$ cat config.mk
export PLATFORM = sky130hd
export DESIGN_NAME = imm_gen_pipe_flat
export DESIGN_NICKNAME = d
export VERILOG_FILES = /design/src/rtl/imm_gen_pipe_if.sv /design/src/rtl/imm_gen_pipe.sv /design/src/flat_wrapper.sv
export SDC_FILE = /design/constraint.sdc
export NUM_CORES = 1
export LEC_CHECK = 0
export CORE_UTILIZATION = 40
export DETAILED_ROUTE_END_ITERATION = 6
export PLACE_DENSITY = 0.65
export SLEW_MARGIN = 10
export SYNTH_ARGS = -nofsm -noshare
export SYNTH_HDL_FRONTEND = slang
export SYNTH_SLANG_ARGS = --single-unit
$ cat constraint.sdc
create_clock -name clk -period 3.74 [get_ports clk]
set_input_delay 1.122 -clock clk [delete_from_list [all_inputs] [get_ports clk]]
set_output_delay 1.122 -clock clk [all_outputs]
set_load 0.02 [all_outputs]
$ cat src/rtl/imm_gen_pipe_if.sv
// Handshake bundle between decode (master) and the immediate generator (slave).
interface imm_gen_pipe_if #(
    parameter int XLEN  = 32,
    parameter int CNT_W = 16
);
    logic             en;
    logic             in_valid;
    logic             in_ready;
    logic [31:0]      instr;
    logic [2:0]       imm_src;
    logic             out_valid;
    logic             out_ready;
    logic [XLEN-1:0]  imm;
    logic [2:0]       out_fmt;
    logic             fmt_illegal;
    logic [CNT_W-1:0] illegal_cnt;

    modport slave (
        input  en, in_valid, instr, imm_src, out_ready,
        output in_ready, out_valid, imm, out_fmt, fmt_illegal, illegal_cnt
    );

    modport master (
        output en, in_valid, instr, imm_src, out_ready,
        input  in_ready, out_valid, imm, out_fmt, fmt_illegal, illegal_cnt
    );
endinterface

$ cat src/rtl/imm_gen_pipe.sv
// Pipelined RV immediate generator: one-cycle latency, 2-entry skid buffer,
// saturating counter of accepted entries whose format was reserved/undecodable.
module imm_gen_pipe #(
    parameter int XLEN        = 32,
    parameter bit AUTO_DECODE = 1'b0,
    parameter int CNT_W       = 16
) (
    input  logic          clk,
    input  logic          rst,
    imm_gen_pipe_if.slave bus
);
    localparam logic [2:0] F_I   = 3'd0;
    localparam logic [2:0] F_S   = 3'd1;
    localparam logic [2:0] F_B   = 3'd2;
    localparam logic [2:0] F_J   = 3'd3;
    localparam logic [2:0] F_U   = 3'd4;
    localparam logic [2:0] F_Z   = 3'd5;
    localparam logic [2:0] F_SH  = 3'd6;
    localparam logic [2:0] F_ILL = 3'd7;

    // The immediate is fully formed at the input so the buffer holds results.
    typedef struct packed {
        logic [XLEN-1:0] imm;
        logic [2:0]      fmt;
        logic            ill;
    } ent_t;

    ent_t             main_q, skid_q, ent_d;
    logic             main_vld_q, skid_vld_q;
    logic [CNT_W-1:0] cnt_q;
    logic [2:0]       fmt_d;
    logic [XLEN-1:0]  imm_d;
    logic             in_xfer, out_xfer;

    wire [31:0] ins = bus.instr;

    // Format select: explicit selector, or opcode/funct3 decode when AUTO_DECODE.
    always_comb begin
        fmt_d = F_ILL;
        if (AUTO_DECODE) begin
            case (ins[6:0])
                7'b0000011, 7'b1100111: fmt_d = F_I;
                7'b0010011: fmt_d = (ins[13:12] == 2'b01) ? F_SH : F_I;
                7'b0100011: fmt_d = F_S;
                7'b1100011: fmt_d = F_B;
                7'b1101111: fmt_d = F_J;
                7'b0110111, 7'b0010111: fmt_d = F_U;
                7'b1110011: fmt_d = ins[14] ? F_Z : F_I;
                default:    fmt_d = F_ILL;
            endcase
        end else begin
            fmt_d = bus.imm_src;
        end
    end

    // Immediate extraction; signed casts sign-extend from instr[31] to XLEN.
    always_comb begin
        imm_d = '0;
        case (fmt_d)
            F_I:  imm_d = XLEN'($signed(ins[31:20]));
            F_S:  imm_d = XLEN'($signed({ins[31:25], ins[11:7]}));
            F_B:  imm_d = XLEN'($signed({ins[31], ins[7], ins[30:25], ins[11:8], 1'b0}));
            F_J:  imm_d = XLEN'($signed({ins[31], ins[19:12], ins[20], ins[30:21], 1'b0}));
            F_U:  imm_d = XLEN'($signed({ins[31:12], 12'b0}));
            F_Z:  imm_d = XLEN'(ins[19:15]);
            F_SH: imm_d = (XLEN == 64) ? XLEN'(ins[25:20]) : XLEN'(ins[24:20]);
            default: imm_d = '0;
        endcase
        ent_d = '{imm: imm_d, fmt: fmt_d, ill: (fmt_d == F_ILL)};
    end

    // Skid full implies main full, so in_ready only has to watch the skid slot.
    assign in_xfer  = bus.en & bus.in_valid & ~skid_vld_q;
    assign out_xfer = bus.en & main_vld_q & bus.out_ready;

    assign bus.in_ready    = bus.en & ~skid_vld_q;
    assign bus.out_valid   = bus.en & main_vld_q;
    assign bus.imm         = main_q.imm;
    assign bus.out_fmt     = main_q.fmt;
    assign bus.fmt_illegal = main_q.ill;
    assign bus.illegal_cnt = cnt_q;

    // Buffer update: skid advances to main on output transfer; FIFO order kept.
    always_ff @(posedge clk or posedge rst) begin
        if (rst) begin
            main_q     <= '0;
            skid_q     <= '0;
            main_vld_q <= 1'b0;
            skid_vld_q <= 1'b0;
        end else if (out_xfer) begin
            if (skid_vld_q) begin
                main_q     <= skid_q;
                skid_vld_q <= 1'b0;
            end else if (in_xfer) begin
                main_q     <= ent_d;
            end else begin
                main_vld_q <= 1'b0;
            end
        end else if (in_xfer) begin
            if (main_vld_q) begin
                skid_q     <= ent_d;
                skid_vld_q <= 1'b1;
            end else begin
                main_q     <= ent_d;
                main_vld_q <= 1'b1;
            end
        end
    end

    // Saturating count of accepted illegal entries.
    always_ff @(posedge clk or posedge rst) begin
        if (rst) begin
            cnt_q <= '0;
        end else if (in_xfer && ent_d.ill && (cnt_q != {CNT_W{1'b1}})) begin
            cnt_q <= cnt_q + 1'b1;
        end
    end
endmodule

$ cat src/flat_wrapper.sv
// flat-port wrapper written by rule: the top's interface ports become plain ports
module imm_gen_pipe_flat 
#(
    parameter int XLEN        = 32,
    parameter bit AUTO_DECODE = 1'b0,
    parameter int CNT_W       = 16
)
  (clk, rst, bus_en, bus_in_valid, bus_instr, bus_imm_src, bus_out_ready, bus_in_ready, bus_out_valid, bus_imm, bus_out_fmt, bus_fmt_illegal, bus_illegal_cnt);
  imm_gen_pipe_if #(.XLEN(XLEN), .CNT_W(CNT_W)) bus_i ();
  input  logic clk;
  input  logic rst;
  input wire logic [$bits(bus_i.en)-1:0] bus_en;
  input wire logic [$bits(bus_i.in_valid)-1:0] bus_in_valid;
  input wire logic [$bits(bus_i.instr)-1:0] bus_instr;
  input wire logic [$bits(bus_i.imm_src)-1:0] bus_imm_src;
  input wire logic [$bits(bus_i.out_ready)-1:0] bus_out_ready;
  output wire logic [$bits(bus_i.in_ready)-1:0] bus_in_ready;
  output wire logic [$bits(bus_i.out_valid)-1:0] bus_out_valid;
  output wire logic [$bits(bus_i.imm)-1:0] bus_imm;
  output wire logic [$bits(bus_i.out_fmt)-1:0] bus_out_fmt;
  output wire logic [$bits(bus_i.fmt_illegal)-1:0] bus_fmt_illegal;
  output wire logic [$bits(bus_i.illegal_cnt)-1:0] bus_illegal_cnt;
  assign bus_i.en = bus_en;
  assign bus_i.in_valid = bus_in_valid;
  assign bus_i.instr = bus_instr;
  assign bus_i.imm_src = bus_imm_src;
  assign bus_i.out_ready = bus_out_ready;
  assign bus_in_ready = bus_i.in_ready;
  assign bus_out_valid = bus_i.out_valid;
  assign bus_imm = bus_i.imm;
  assign bus_out_fmt = bus_i.out_fmt;
  assign bus_fmt_illegal = bus_i.fmt_illegal;
  assign bus_illegal_cnt = bus_i.illegal_cnt;
  imm_gen_pipe #(.XLEN(XLEN), .AUTO_DECODE(AUTO_DECODE), .CNT_W(CNT_W)) u_core (.clk(clk), .rst(rst), .bus(bus_i));
endmodule
-- Yosys cells after proc, flatten, opt, wreduce, memory -nomap -nowiden
Cells that the tools add are included.
- input port bits: 40
- register bits after elaboration: 90
- word-level logic and storage cells: 51
- output and inout port bits: 54
- reduce and logical (&&, ||, !) cells: 10
- add/sub/neg operators: 1
- multiplexer cells: 13
- eq/ne operators: 11
- bitwise logic cells: 7
- operator list (cell ; count):
    $pmux W32 S7 ; 1
    $mux W36 ; 5
    $add A16 B1 Y16 const B ; 1
    $ne A16 B16 Y1 const B ; 1
    $eq A3 B3 Y1 const B ; 4
    $reduce_and A3 Y1 ; 3
    $mux W1 ; 7
    $eq A3 B2 Y1 const B ; 2
    $ne A2 B2 Y1 const B ; 3
    $reduce_bool A2 Y1 ; 3
    $and A1 B1 Y1 ; 5
    $eq A3 B1 Y1 const B ; 1
    $logic_not A3 Y1 ; 1
    $logic_and A1 B1 Y1 ; 2
    $not A1 Y1 ; 2
    $reduce_and A2 Y1 ; 1

-- Depth between registers and ports, before layout
- depth in word-level cells: 5
- mapped depth: 6
- gate-level depth less buffers: 5

-- Least setup slack after synthesis
OpenSTA, ideal clock, no wires.
- path kind: in2out
- start: input bus_en
- end: output bus_in_ready
- arrival: 1.480 ns
- setup slack: 1.138 ns
- required time: 2.618 ns
- stages: 1
- buffers on the path: 0
- cell sequence: nor2b_1
- cells in the longest elaborated chain, start to end: 1
- ends and longest elaborated chain (what ; RTL line ; source):
    from (decl) ; flat_wrapper.sv:12 ; input wire logic [$bits(bus_i.en)-1:0] bus_en;
    $and A1 B1 Y1 ; imm_gen_pipe.sv:76 ; assign bus.in_ready = bus.en & ~skid_vld_q;
    to (decl) ; flat_wrapper.sv:17 ; output wire logic [$bits(bus_i.in_ready)-1:0] bus_in_ready;
Every way passes these cells.

-- Worst setup path after layout
Same ends and word-level chain as after synthesis.

==> flow_summary.toml <==
[sta]
worstMarginPinSlew_ns = 0.868
period_needed_ns = 3.56
fmax_ghz = 0.281
tns_ns = 0
finClkSkew_ns = 0.0123
finalCritPeriodShare_pct = 95.3
hold_viol_final = 0
setup_viol = 0
final_max_slew_viol_count = 0
slew-limit-headroom_pct = 42.0
rsz0062_at_grt = "no"

[pwr]
power.density_nw_per_um2 = 633
peakVddDrop_uv = 325
leakage_nw = 2.41

[worst_setup_path]
reg2regPathDepth = 5
reg2reg_from = "u_core.main_vld_q"
crit_path_end = "bus_in_ready"
path_buf_inv = 2
crit_cells = 3
worstPathMaxFanout = 3
crit_chain = "clkdlybuf4s50_1 -> nor2b_1 -> clkdlybuf4s50_1"
cpMaxStageDelayCell = "clkdlybuf4s50_1"
crit_family = "buffers and inverters"
crit_start = "bus_en"
end_kind = "output pin"
max_stage_delay_ns = 0.63
worst-setup-path-type = "input pin to output pin"
worstPathRequired_ns = 2.62
cp_common_cell = "clkdlybuf4s50_1"
r2r_slack_ns = 1.94
critPathLaunchType = "input pin"
worst_ep_arrival_time_ns = 2.44
r2r-end = "u_core.skid_q[18]"

[global_routing]
overflow = 0
grt_pass1_wl_um = 17900
grt_max_degree = 91
grt_use_total_pct = 20.3
antenna_found_initial = 0
grt_pass1_vias = 3434

[finish]
synthToLayoutAreaGrowth_pct = 27.6
mostFrequentLayoutCells = "dfrtp_1, clkdlybuf4s50_1, o21ai_0, nand2_1, a21oi_1"
antenna_cells = 0
final_cells = 634
fin_nets = 534
drive_above_1_share_pct = 11.2
final_common_cell = "dfrtp_1"

[floorplanning]
core_um2 = 10400
die_h_um = 106
chipWidth_um = 106
rows = 37
ioPinCount = 94
fp.dieArea_um2 = 11200
initial_utilization_pct = 41.5

[drt]
dr.first_iter.drc_count = 231
routed.top_layer = "met4"
m1WireLength_um = 5010
wl_per_cell_um = 16.8
finalWirelength_um = 10600
vias_per_cell = 5.49
via_count = 3483
dr.pass1.iters = 5
dr_wl_met3_um = 707
drc = 0
wl_met2_um = 4870
ant_nets = 0

[clock_tree]
htreeDepth = 3
cts_buffers = 9
cts_setup_buffers = 0
cts_resized = 0
cts_tree = "done"
clkTransAtPathRegs_ns = 0.11
cts-root-buf = "clkbuf_8"
ctsHoldBuffers = 0
clock_sinks = 90
clock_latency_ns = 0.36
cts_buffer_depth = 2

[placement]
dpl.hpwl_um = 7220
gp_congestion = 0.775
port_buffers = 86
place_inst = 618

[yosys]
synth_cell_types = 49
seq_area_frac_synth_pct = 52.1
avgSynthCellArea_um2 = 10.5
synth-edff-count = 0
synth_area_um2 = 4330
synth_async_sr_flop_share_pct = 100
yosys_warnings = 0
synth_flop_cell = "dfrtp_1"
syn-num-nets = 453
ys_ff_latch = 90
netlist_instances = 412

[hold_path]
hp-class = "register to register"

[run_status]
status = "finished clean"

[flow_run]
max_cap_viol_count = 0
through the flow:
step | setup slack, ns | total power, mW | area (µm²) | utilization [%] | hold slack [ns]
after detailed placement | 0.174 | 2.87 | 5330 | 51.1 | 0.463
after global placement | 0.220 | 2.83 | 5330 | 51.1 | 0.454
after floorplan | 0.283 | 2.28 | 4330 | - | 0.442
final | 0.177 | 3.49 | 5520 | 53.0 | 0.488
after global routing | 0.108 | 3.72 | 5520 | 53.0 | 0.511
after CTS | 0.167 | 3.53 | 5520 | 53.0 | 0.488
cells by family (layout without fill, tap and decap cells):
logic type / count (synthesis) / after routing / share of synthesized area, %
compound gates: 147 / 147 / 21.8
simple gates: 100 / 100 / 13.6
flops: 90 / 90 / 52.1
buf+inv: 40 / 126 / 4.11
mux: 21 / 21 / 5.29
xor+xnor: 13 / 13 / 2.81
fa+ha+maj: 1 / 1 / 0.289
where the power goes:
| group | leakage (nW) | switching, mW | internal [mW] | total [mW] |
|---|---|---|---|---|
| clock network | 0.0958 | 0.388 | 0.260 | 0.648 |
| logic | 1.16 | 0.659 | 0.626 | 1.29 |
| registers | 1.16 | 0.226 | 1.33 | 1.56 |
how the worst min path moves through the flow:
| stage | from | to | slack (ns) | depth (start not counted) |
|---|---|---|---|---|
| floorplan | u_core.skid_q[11] | u_core.skid_q[11] | 0.44 | 2 |
| global placement | u_core.skid_q[11] | u_core.skid_q[11] | 0.45 | 2 |
| detailed placement | u_core.skid_q[11] | u_core.skid_q[11] | 0.46 | 2 |
| CTS | u_core.skid_q[11] | u_core.skid_q[11] | 0.49 | 2 |
| global route | u_core.skid_q[11] | u_core.skid_q[11] | 0.51 | 2 |
| finish | u_core.skid_q[11] | u_core.skid_q[11] | 0.49 | 2 |
cell usage after synthesis, drive strengths merged, types with 6 or more instances:
cell type	count	area (µm²)
mux2i	9	90.1
o22a	8	70.1
dfrtp	90	2250
a21oi	36	184
nor2	13	48.8
o21ai	48	240
nand4	6	43.8
nand2b	7	43.8
clkbuf	11	41.3
nand2	39	146
and2	7	43.8
nand3	9	80.1
buf	17	91.3
mux2	12	139
inv	12	45.0
xnor2	9	78.8
a22oi	25	188
routing by layer:
metal	vias to the layer above	global-route usage, %
met5	-	0
met4	0	5.65
met3	5	3.86
met2	107	30.4
met1	1709	29.8
li1	1662	-
worst min-delay path: stages, from the launching register on:
cell	delay (ns)
dfrtp_1	0.35
nand2_1	0.04
o21ai_0	0.06
state kept, by name (all words and copies together) (netlist names):
signal / cells
u_core.skid_q: 36
u_core.bus.imm: 32
u_core.bus.illegal_cnt: 16
u_core.bus.out_fmt: 3
u_core.bus.fmt_illegal: 1
u_core.main_vld_q: 1
u_core.skid_vld_q: 1
layout make-up:
| class | instances | area [µm²] |
|---|---|---|
| clock buffers | 9 | 124 |
| well taps | 136 | 170 |
| multi-input cells | 282 | 1900 |
| inverters | 12 | 46.3 |
| flip-flops and latches | 90 | 2250 |
| clock inverters | 7 | 67.6 |
| repair buffers | 98 | 963 |
| fillers | 958 | 4900 |
(Power assumes the default switching activity.)
